`config.mk`:
```
export PLATFORM = sky130hd
export DESIGN_NAME = dma_mem_responder
export DESIGN_NICKNAME = d
export VERILOG_FILES = /design/src/rtl/dma_mem_responder_pkg.sv /design/src/rtl/dma_mem_array.sv /design/src/rtl/dma_mem_responder.sv
export SDC_FILE = /design/constraint.sdc
export NUM_CORES = 2
export LEC_CHECK = 0
export BUFFER_PORTS_ARGS = -buffer_cell sky130_fd_sc_hd__buf_2
export CAP_MARGIN = 30
export CORE_ASPECT_RATIO = 2
export CORE_MARGIN = 2
export CORE_UTILIZATION = 60
export CTS_CLUSTER_SIZE = 14
export DETAILED_ROUTE_END_ITERATION = 8
export GPL_TIMING_DRIVEN = 0
export PLACE_DENSITY = 0.72
export SLEW_MARGIN = 30
export SYNTH_ARGS = -nofsm -noshare
export SYNTH_HDL_FRONTEND = slang
export SYNTH_HIERARCHICAL = 1
export SYNTH_SLANG_ARGS = --single-unit
```
`constraint.sdc`:
```
create_clock -name mc_clk -period 5.1 [get_ports mc_clk]
set_input_delay 1.02 -clock mc_clk [delete_from_list [all_inputs] [get_ports mc_clk]]
set_output_delay 1.02 -clock mc_clk [all_outputs]
set_load 0.02 [all_outputs]
```
`src/rtl/dma_mem_responder_pkg.sv`:
```
// Shared definitions for the DMA memory responder: default geometry and FSM state encoding.
// Core-control benches import this to decode the responder state.
package dma_mem_responder_pkg;

  localparam int unsigned DefaultDataW = 32;
  localparam int unsigned DefaultAddrW = 6;

  typedef enum logic [2:0] {
    StIdle   = 3'd0,
    StLoad   = 3'd1,
    StProcc  = 3'd2,
    StRdwait = 3'd3,
    StDone   = 3'd4,
    StErr    = 3'd5
  } dma_state_e;

endpackage

```
`src/rtl/dma_mem_array.sv`:
```
// Synchronous single-port word RAM with a registered read port.
// Contents and the read register are not reset.
module dma_mem_array #(
  parameter int unsigned DATA_W = 32,
  parameter int unsigned ADDR_W = 6
) (
  input  logic              clk_i,
  input  logic              we_i,
  input  logic              re_i,
  input  logic [ADDR_W-1:0] addr_i,
  input  logic [DATA_W-1:0] wdata_i,
  output logic [DATA_W-1:0] rdata_o
);

  localparam int unsigned Depth = 2 ** ADDR_W;

  logic [DATA_W-1:0] mem_q [Depth];
  logic [DATA_W-1:0] rdata_q;

  // The read register only updates on a read, so data stays put while the consumer stalls.
  always_ff @(posedge clk_i) begin
    if (we_i) begin
      mem_q[addr_i] <= wdata_i;
    end
    if (re_i) begin
      rdata_q <= mem_q[addr_i];
    end
  end

  assign rdata_o = rdata_q;

endmodule

```
`src/rtl/dma_mem_responder.sv`:
```
// DMA memory responder: accepts a write burst, hands the loaded words to the processing unit
// one read at a time, and signals completion once every loaded word has been consumed.
module dma_mem_responder
  import dma_mem_responder_pkg::*;
#(
  parameter int unsigned DATA_W = DefaultDataW,
  parameter int unsigned ADDR_W = DefaultAddrW
) (
  input  logic              mc_clk,
  input  logic              mc_reset,
  input  logic              mc_req,
  input  logic              mc_we,
  input  logic [ADDR_W-1:0] mc_data_address_in,
  input  logic [DATA_W-1:0] mc_wdata,
  input  logic              mc_last,
  input  logic              procc_ready,
  input  logic              mc_err_clr,
  output logic [DATA_W-1:0] mc_rdata,
  output logic              mc_rvalid,
  output logic              mc_cont_procc,
  output logic              mc_data_done,
  output logic              mc_err,
  output logic              mc_busy
);

  localparam int unsigned Depth = 2 ** ADDR_W;
  localparam logic [ADDR_W:0] CntOne = {{ADDR_W{1'b0}}, 1'b1};

  dma_state_e        state_q, state_d;
  logic [Depth-1:0]  valid_q, valid_d;
  logic [ADDR_W:0]   count_q, count_d;
  logic [DATA_W-1:0] ram_rdata;

  logic in_fill;
  logic in_procc;
  logic addr_valid;
  logic wr_ok;
  logic rd_ok;
  logic req_err;

  assign in_fill    = (state_q == StIdle) || (state_q == StLoad);
  assign in_procc   = (state_q == StProcc);
  assign addr_valid = valid_q[mc_data_address_in];

  // Requests in busy states fall through all three terms and are silently dropped.
  assign wr_ok   = in_fill & mc_req & mc_we;
  assign rd_ok   = in_procc & mc_req & ~mc_we & addr_valid;
  assign req_err = mc_req & ((in_fill & ~mc_we) | (in_procc & (mc_we | ~addr_valid)));

  dma_mem_array #(
    .DATA_W (DATA_W),
    .ADDR_W (ADDR_W)
  ) u_array (
    .clk_i   (mc_clk),
    .we_i    (wr_ok),
    .re_i    (rd_ok),
    .addr_i  (mc_data_address_in),
    .wdata_i (mc_wdata),
    .rdata_o (ram_rdata)
  );

  always_ff @(posedge mc_clk or negedge mc_reset) begin
    if (!mc_reset) begin
      state_q <= StIdle;
    end else begin
      state_q <= state_d;
    end
  end

  always_comb begin
    state_d = state_q;
    unique case (state_q)
      StIdle, StLoad: begin
        if (wr_ok) begin
          state_d = mc_last ? StProcc : StLoad;
        end else if (req_err) begin
          state_d = StErr;
        end
      end
      StProcc: begin
        if (rd_ok) begin
          state_d = StRdwait;
        end else if (req_err) begin
          state_d = StErr;
        end
      end
      StRdwait: begin
        // count_q already reflects the word being handed over.
        if (procc_ready) begin
          state_d = (count_q == '0) ? StDone : StProcc;
        end
      end
      StDone: state_d = StIdle;
      StErr: begin
        if (mc_err_clr) begin
          state_d = StIdle;
        end
      end
      default: state_d = StIdle;
    endcase
  end

  always_comb begin
    mc_rvalid     = 1'b0;
    mc_cont_procc = 1'b0;
    mc_data_done  = 1'b0;
    mc_err        = 1'b0;
    mc_busy       = 1'b0;
    unique case (state_q)
      StProcc: mc_cont_procc = 1'b1;
      StRdwait: begin
        mc_rvalid     = 1'b1;
        mc_cont_procc = 1'b1;
        mc_busy       = 1'b1;
      end
      StDone: begin
        mc_data_done = 1'b1;
        mc_busy      = 1'b1;
      end
      StErr: begin
        mc_err  = 1'b1;
        mc_busy = 1'b1;
      end
      default: ;
    endcase
    mc_rdata = mc_rvalid ? ram_rdata : '0;
  end

  always_comb begin
    valid_d = valid_q;
    count_d = count_q;
    if (wr_ok) begin
      valid_d[mc_data_address_in] = 1'b1;
      if (!addr_valid) begin
        count_d = count_q + CntOne;
      end
    end else if (rd_ok) begin
      valid_d[mc_data_address_in] = 1'b0;
      count_d = count_q - CntOne;
    end else if ((state_q == StErr) && mc_err_clr) begin
      valid_d = '0;
      count_d = '0;
    end
  end

  always_ff @(posedge mc_clk or negedge mc_reset) begin
    if (!mc_reset) begin
      valid_q <= '0;
      count_q <= '0;
    end else begin
      valid_q <= valid_d;
      count_q <= count_d;
    end
  end

endmodule

```
Yosys cells after proc, flatten, opt, wreduce, memory -nomap -nowiden:

Memory sizes are Yosys's and may differ from the RTL's. A register that Yosys moved wholly into a read port is not among the register bits.
Index checks and enable logic that the tools add are counted.

* reductions and logical operators: 11
* magnitude comparators: 2
* add/sub/neg operators: 2
* bitwise logic cells: 15
* equal/unequal tests: 8
* multiplexer cells: 27

Operator list (number)
* 64-bit 2-to-1 mux: 3
* 64-bit AND: 1
* 64-bit NOT: 1
* 64-bit bitwise OR: 1
* 32-bit 2-to-1 mux: 1
* 7-bit 2-to-1 mux: 4
* 3-bit 2-to-1 mux: 6
* 3-bit case mux with 4 select lines: 1
* 1-bit 2-to-1 mux: 9
* 1-bit AND: 8
* 7-bit by 1-bit adder with 7-bit output, second input constant: 1
* 7-bit logical NOT: 1
* 6-bit by 7-bit < comparator with 1-bit output, second input constant: 1
* 7-bit by 1-bit subtractor with 7-bit output, second input constant: 1
* 1-bit binary-select mux with 6-bit select: 1
* 1-bit demux with 6-bit select: 1
* 3-bit by 2-bit == test with 1-bit output, second input constant: 2
* 3-bit == test, second input constant: 2
* 6-bit by 1-bit greater-or-equal comparator with 1-bit output, second input constant: 1
* 2-bit inequality test, second input constant: 3
* 2-bit AND reduction: 2
* 2-bit OR reduction: 2
* 3-bit by 1-bit == test with 1-bit output, second input constant: 1
* 3-bit logical NOT: 1
* other kinds (7): 10

* bits in registers: 74
* logic and storage cells: 69
* input port bits: 45
* output and inout bits: 37
* bits in writable memories: 2048
* memories kept: 1

Memory list
* u_array.mem_q: words 64, width 32, rd ports 1, clocked after memory_dff 1, wr ports 1, RTL line dma_mem_array.sv:17 `logic [DATA_W-1:0] mem_q [Depth];`

Longest topological paths before layout:

* word-level depth: 10
* depth in mapped cells: 13
* mapped depth without buffers: 9

Cells and area by module:

Netlist, hierarchy kept.

Modules (own cells, without submodules)
* dma_mem_array: cells an instance 4239, seq. area each 62459.9 µm², area an instance 79248.5 µm², instances 1
* dma_mem_responder: cells an instance 553, seq. area each 1851.8 µm², area an instance 4957.3 µm², instances 1

Worst setup path after synthesis:

No wires, ideal clock.

* path kind: input to register
* start: input port mc_req
* end: memory u_array.mem_q[11][0] (enable)
* path slack: 0.629 ns
* data arrival time: 4.050 ns
* setup time: 0.421 ns
* cell stages on the path: 9
* buffers on the path: 2
* data required time: 4.679 ns
* cell sequence: nor2b_1 nand2_1 or2_2 clkbuf_1 inv_1 clkbuf_1 nor2b_1 nand2_1 nor2_1

* cells in the longest elaborated chain, start to end: 4

RTL lines
* from (decl): RTL line dma_mem_responder.sv:11 `input logic mc_req,`
* 1-bit AND (2 in series): RTL line dma_mem_responder.sv:46 `assign wr_ok = in_fill & mc_req & mc_we;`
* net wr_ok: RTL line dma_mem_responder.sv:37 `logic wr_ok;`
* 1-bit 2-to-1 mux: RTL line dma_mem_array.sv:22 `if (we_i) begin`
* 1-bit 2-to-1 mux (not written as such): RTL line dma_mem_array.sv:23 `mem_q[addr_i] <= wdata_i;`
* to (decl): RTL line dma_mem_array.sv:17

The timed path passes the listed nets, and every way through them passes these cells.

Final worst setup path:

* start: input port mc_data_address_in[2]
* end: memory u_array.mem_q[21][9] (enable)

RTL lines
* from (decl): RTL line dma_mem_responder.sv:13 `input logic [ADDR_W-1:0] mc_data_address_in,`

No word-level cell before the write port.

==> flow_metrics.py <==
metrics = {
    "power": {
        "peakVddDrop_uv": 278,
        "powerDensity_nw_per_um2": 371,
        "cellLeakagePower_nw": 31.7,
    },
    "clock_tree": {
        "tritoncts": "built",
        "cts_max_level": 4,
        "root_buffer": "clkbuf_16",
        "clk_pin_slew_ns": 0.06,
        "numCtsBuffers": 186,
        "cts_sinks": 2154,
        "clk-insertion-delay-late_ns": 0.85,
        "clk_path_buf_depth": 4,
    },
    "cells_and_area": {
        "final_util_pct": 68.7,
        "seq_area_um2": 64300,
        "multi_input_comb_area_um2": 18900,
        "num-fill-cells": 8711,
        "mostFrequentLayoutCells": "edfxtp_1, mux2i_1, clkbuf_1, a22oi_1, clkbuf_16",
        "layout-drive-gt1-share_pct": 17.3,
        "syn2layout_area_growth_pct": 13.9,
        "mostFrequentLayoutCell": "edfxtp_1",
        "fin_nets": 5234,
    },
    "timing": {
        "worst_slack_ns": -0.344,
        "grt_setup_unrepaired": "yes",
        "whs_ns": 0.506,
        "final-setup-viol-count": 541,
        "maxSlewViolCount": 0,
        "tns_ns": -83.77,
        "finalClockSkew_ns": 0.0301,
        "finalCritPeriodShare_pct": 107,
        "hold_violations": 0,
        "max_slew_margin_pct": 21.1,
        "tightest_slew_ns": 1.18,
        "fmax_mhz": 184,
        "fin_crit_ns": 5.44,
    },
    "drt": {
        "dr.first_iter.drc_count": 7886,
        "via_count": 51400,
        "ant_nets": 0,
        "viasPerCell": 7.22,
        "routed_wirelength_um": 265000,
        "first_pass_iters": 9,
        "remaining_drc_errors": 0,
        "wl_per_cell_um": 37.2,
    },
    "synthesis": {
        "synth_ff_type": "edfxtp_1",
        "synth_edf_count": 2080,
        "yosysTopAreaCellShare_pct": 74.2,
        "syn-cell-area_um2": 84200,
        "synth_seq_cells": 2154,
        "synth.area.top_cells": "edfxtp_1, mux2i_1, mux4_2",
        "syn_nets": 4840,
        "syn_avg_cell_area_um2": 17.6,
        "async_reset_ff_share_pct": 3.44,
        "ys_types": 71,
        "yosysWarnings": 6,
        "synthCells": 4792,
        "yosysSeqAreaShare_pct": 76.4,
        "synth_area_leader_cell": "edfxtp_1",
    },
    "floorplan": {
        "die_w_um": 269,
        "die_y_um": 534,
        "start_util_pct": 60.3,
        "pin_count": 82,
        "die_area_um2": 144000,
        "core_um2": 140000,
        "rows": 194,
    },
    "worst_setup_path": {
        "critical_path.max_stage_delay_ns": 0.83,
        "end_kind": "register",
        "critPathRequiredTime_ns": 5.61,
        "critical_path.slowest_cell": "nand3_1",
        "crit_arrival_ns": 5.95,
        "crit_path_cell_trace": "buf_2 -> buf_2 -> buf_2 -> buf_2 -> buf_2 -> buf_2 -> buf_2 -> nand3_1 -> nor2_4 -> buf_16",
        "worstPathMaxFanout": 15,
        "startpoint_type": "input pin",
        "critPathKind": "input pin to register",
        "crit_top_cell": "buf_2",
    },
    "global_routing": {
        "grt_max_degree": 66,
        "antenna_found_initial": 25,
        "track_usage_pct": 37.0,
        "grt_pass1_vias": 51300,
        "overflow": 0,
        "grt_pass1_wl_um": 368000,
    },
    "place": {
        "place.port_buffers": 80,
        "preCtsSetupSlack_ns": -0.916,
        "dp_hpwl_um": 172000,
        "routabilityCongestion": 0.956,
    },
    "run_status": {
        "status": "finished with violations",
        "violations": "negative setup slack",
    },
    "job": {
        "drv_cap": 0,
    },
    "hold_path": {
        "hold_class": "register to register",
    },
}
-- per-stage QoR --
stage	cells	instance area (µm²)	power, mW
6_report	7123	95900	35.5
5_1_grt	7120	95900	36.3
4_1_cts	7117	95800	35.4
3_5_place_dp	6852	90500	22.9
3_3_place_gp	6734	86900	22.8
2_1_floorplan	4792	84200	21.5
-- synthesized netlist by cell type (6+ instances only) --
master	n
a2111oi_0	15
a211oi_1	19
a21o_1	28
a21oi_1	137
a221o_1	51
a221oi_1	181
a222oi_1	16
a22o_1	70
a22oi_1	190
a31oi_1	48
a32o_1	26
and2_1	18
and3_1	157
and3b_1	7
buf_1	44
buf_2	96
buf_4	12
buf_6	6
clkbuf_1	194
dfrtp_1	74
edfxtp_1	2080
inv_1	9
mux2_2	148
mux2i_1	266
mux4_2	99
nand2_1	111
nand2b_1	20
nand3_1	61
nand3b_1	8
nor2_1	163
nor2b_1	15
nor3_1	26
nor3b_1	8
nor4_1	14
o21ai_0	92
o221ai_1	7
o22a_1	70
o22ai_1	96
o2bb2ai_1	17
or3_1	7
or4_1	17
or4b_1	14
-- registers in the layout, summed over array words and instances, names as in the netlist --
signal / cells
u_array/rdata_o: 32
count_q: 7
valid_q: 64
u_array/mem_q: 2048
state_q: 3
-- layout make-up --
class	count	share of cell area [%]
Timing Repair Buffer	208	3.68
Multi-Input combinational cell	2270	19.7
Antenna cell	6	0.0157
Buffer	354	1.70
Tap cell	1862	2.43
Clock inverter	28	0.238
Inverter	12	0.0496
Sequential cell	2154	67.1
Clock buffer	229	5.12
-- cells by family after synthesis --
logic type      after synthesis  share of synthesized area, %
flops                      2154                          76.4
buf+inv                     368                          1.96
fa+ha+maj                     3                        0.0446
mux                         513                          7.79
simple gates                659                          4.10
compound gates             1094                          9.72
xor+xnor                      1                        0.0104
-- metal layers --
layer / GRT usage, % / wire (µm) / part of all wire [%] / vias up
met5: 0 / 127 / 0.048 / -
met4: 28.3 / 25300 / 9.6 / 18
met3: 9.56 / 29100 / 11 / 1236
met2: 60.8 / 129000 / 49 / 3912
met1: 41.0 / 81000 / 31 / 25800
li1: - / - / - / 20400
-- path summary, 6_finish.rpt --
check                                             start                              end  slack [ns]  cells past startpoint
min in group asynchronous                      mc_reset           state_q[1]$_DFFE_PN0P_        0.56                      2
worst min register to register  valid_q[58]$_DFFE_PN0P_          valid_q[58]$_DFFE_PN0P_        0.51                      1
worst min-delay path            valid_q[58]$_DFFE_PN0P_          valid_q[58]$_DFFE_PN0P_        0.51                      1
worst max-delay path              mc_data_address_in[2]   u_array/mem_q[21][9]$_DFFE_PP_       -0.34                     10
max in group asynchronous                      mc_reset          valid_q[29]$_DFFE_PN0P_        3.93                      3
worst max register to register   state_q[2]$_DFFE_PN0P_  u_array/mem_q[41][30]$_DFFE_PP_        0.07                     10
-- repair_timing --
| item | 4_1_cts | 5_1_grt |
|---|---|---|
| pin swaps | 6 | 2 |
| hold buffers | 1 | 0 |
| gates resized for setup | 0 | 8 |
| setup endpoints to repair | 95 | 519 |
| hold endpoints to repair | 9 | 0 |
| buffers inserted | 7 | 2 |
-- power by group --
part           switching [mW]  total, mW  internal (mW)
Clock                    5.99       12.9           6.87
Sequential              0.158       19.8           19.6
Combinational            2.04       2.90          0.860
Total                    8.19       35.5           27.3
-- critical path: cells and delay by family --
family | cells | cell delay (ns)
AND/OR/NAND/NOR | 2 | 1.56
buffers and inverters | 8 | 3.30
(Power assumes the default switching activity.)
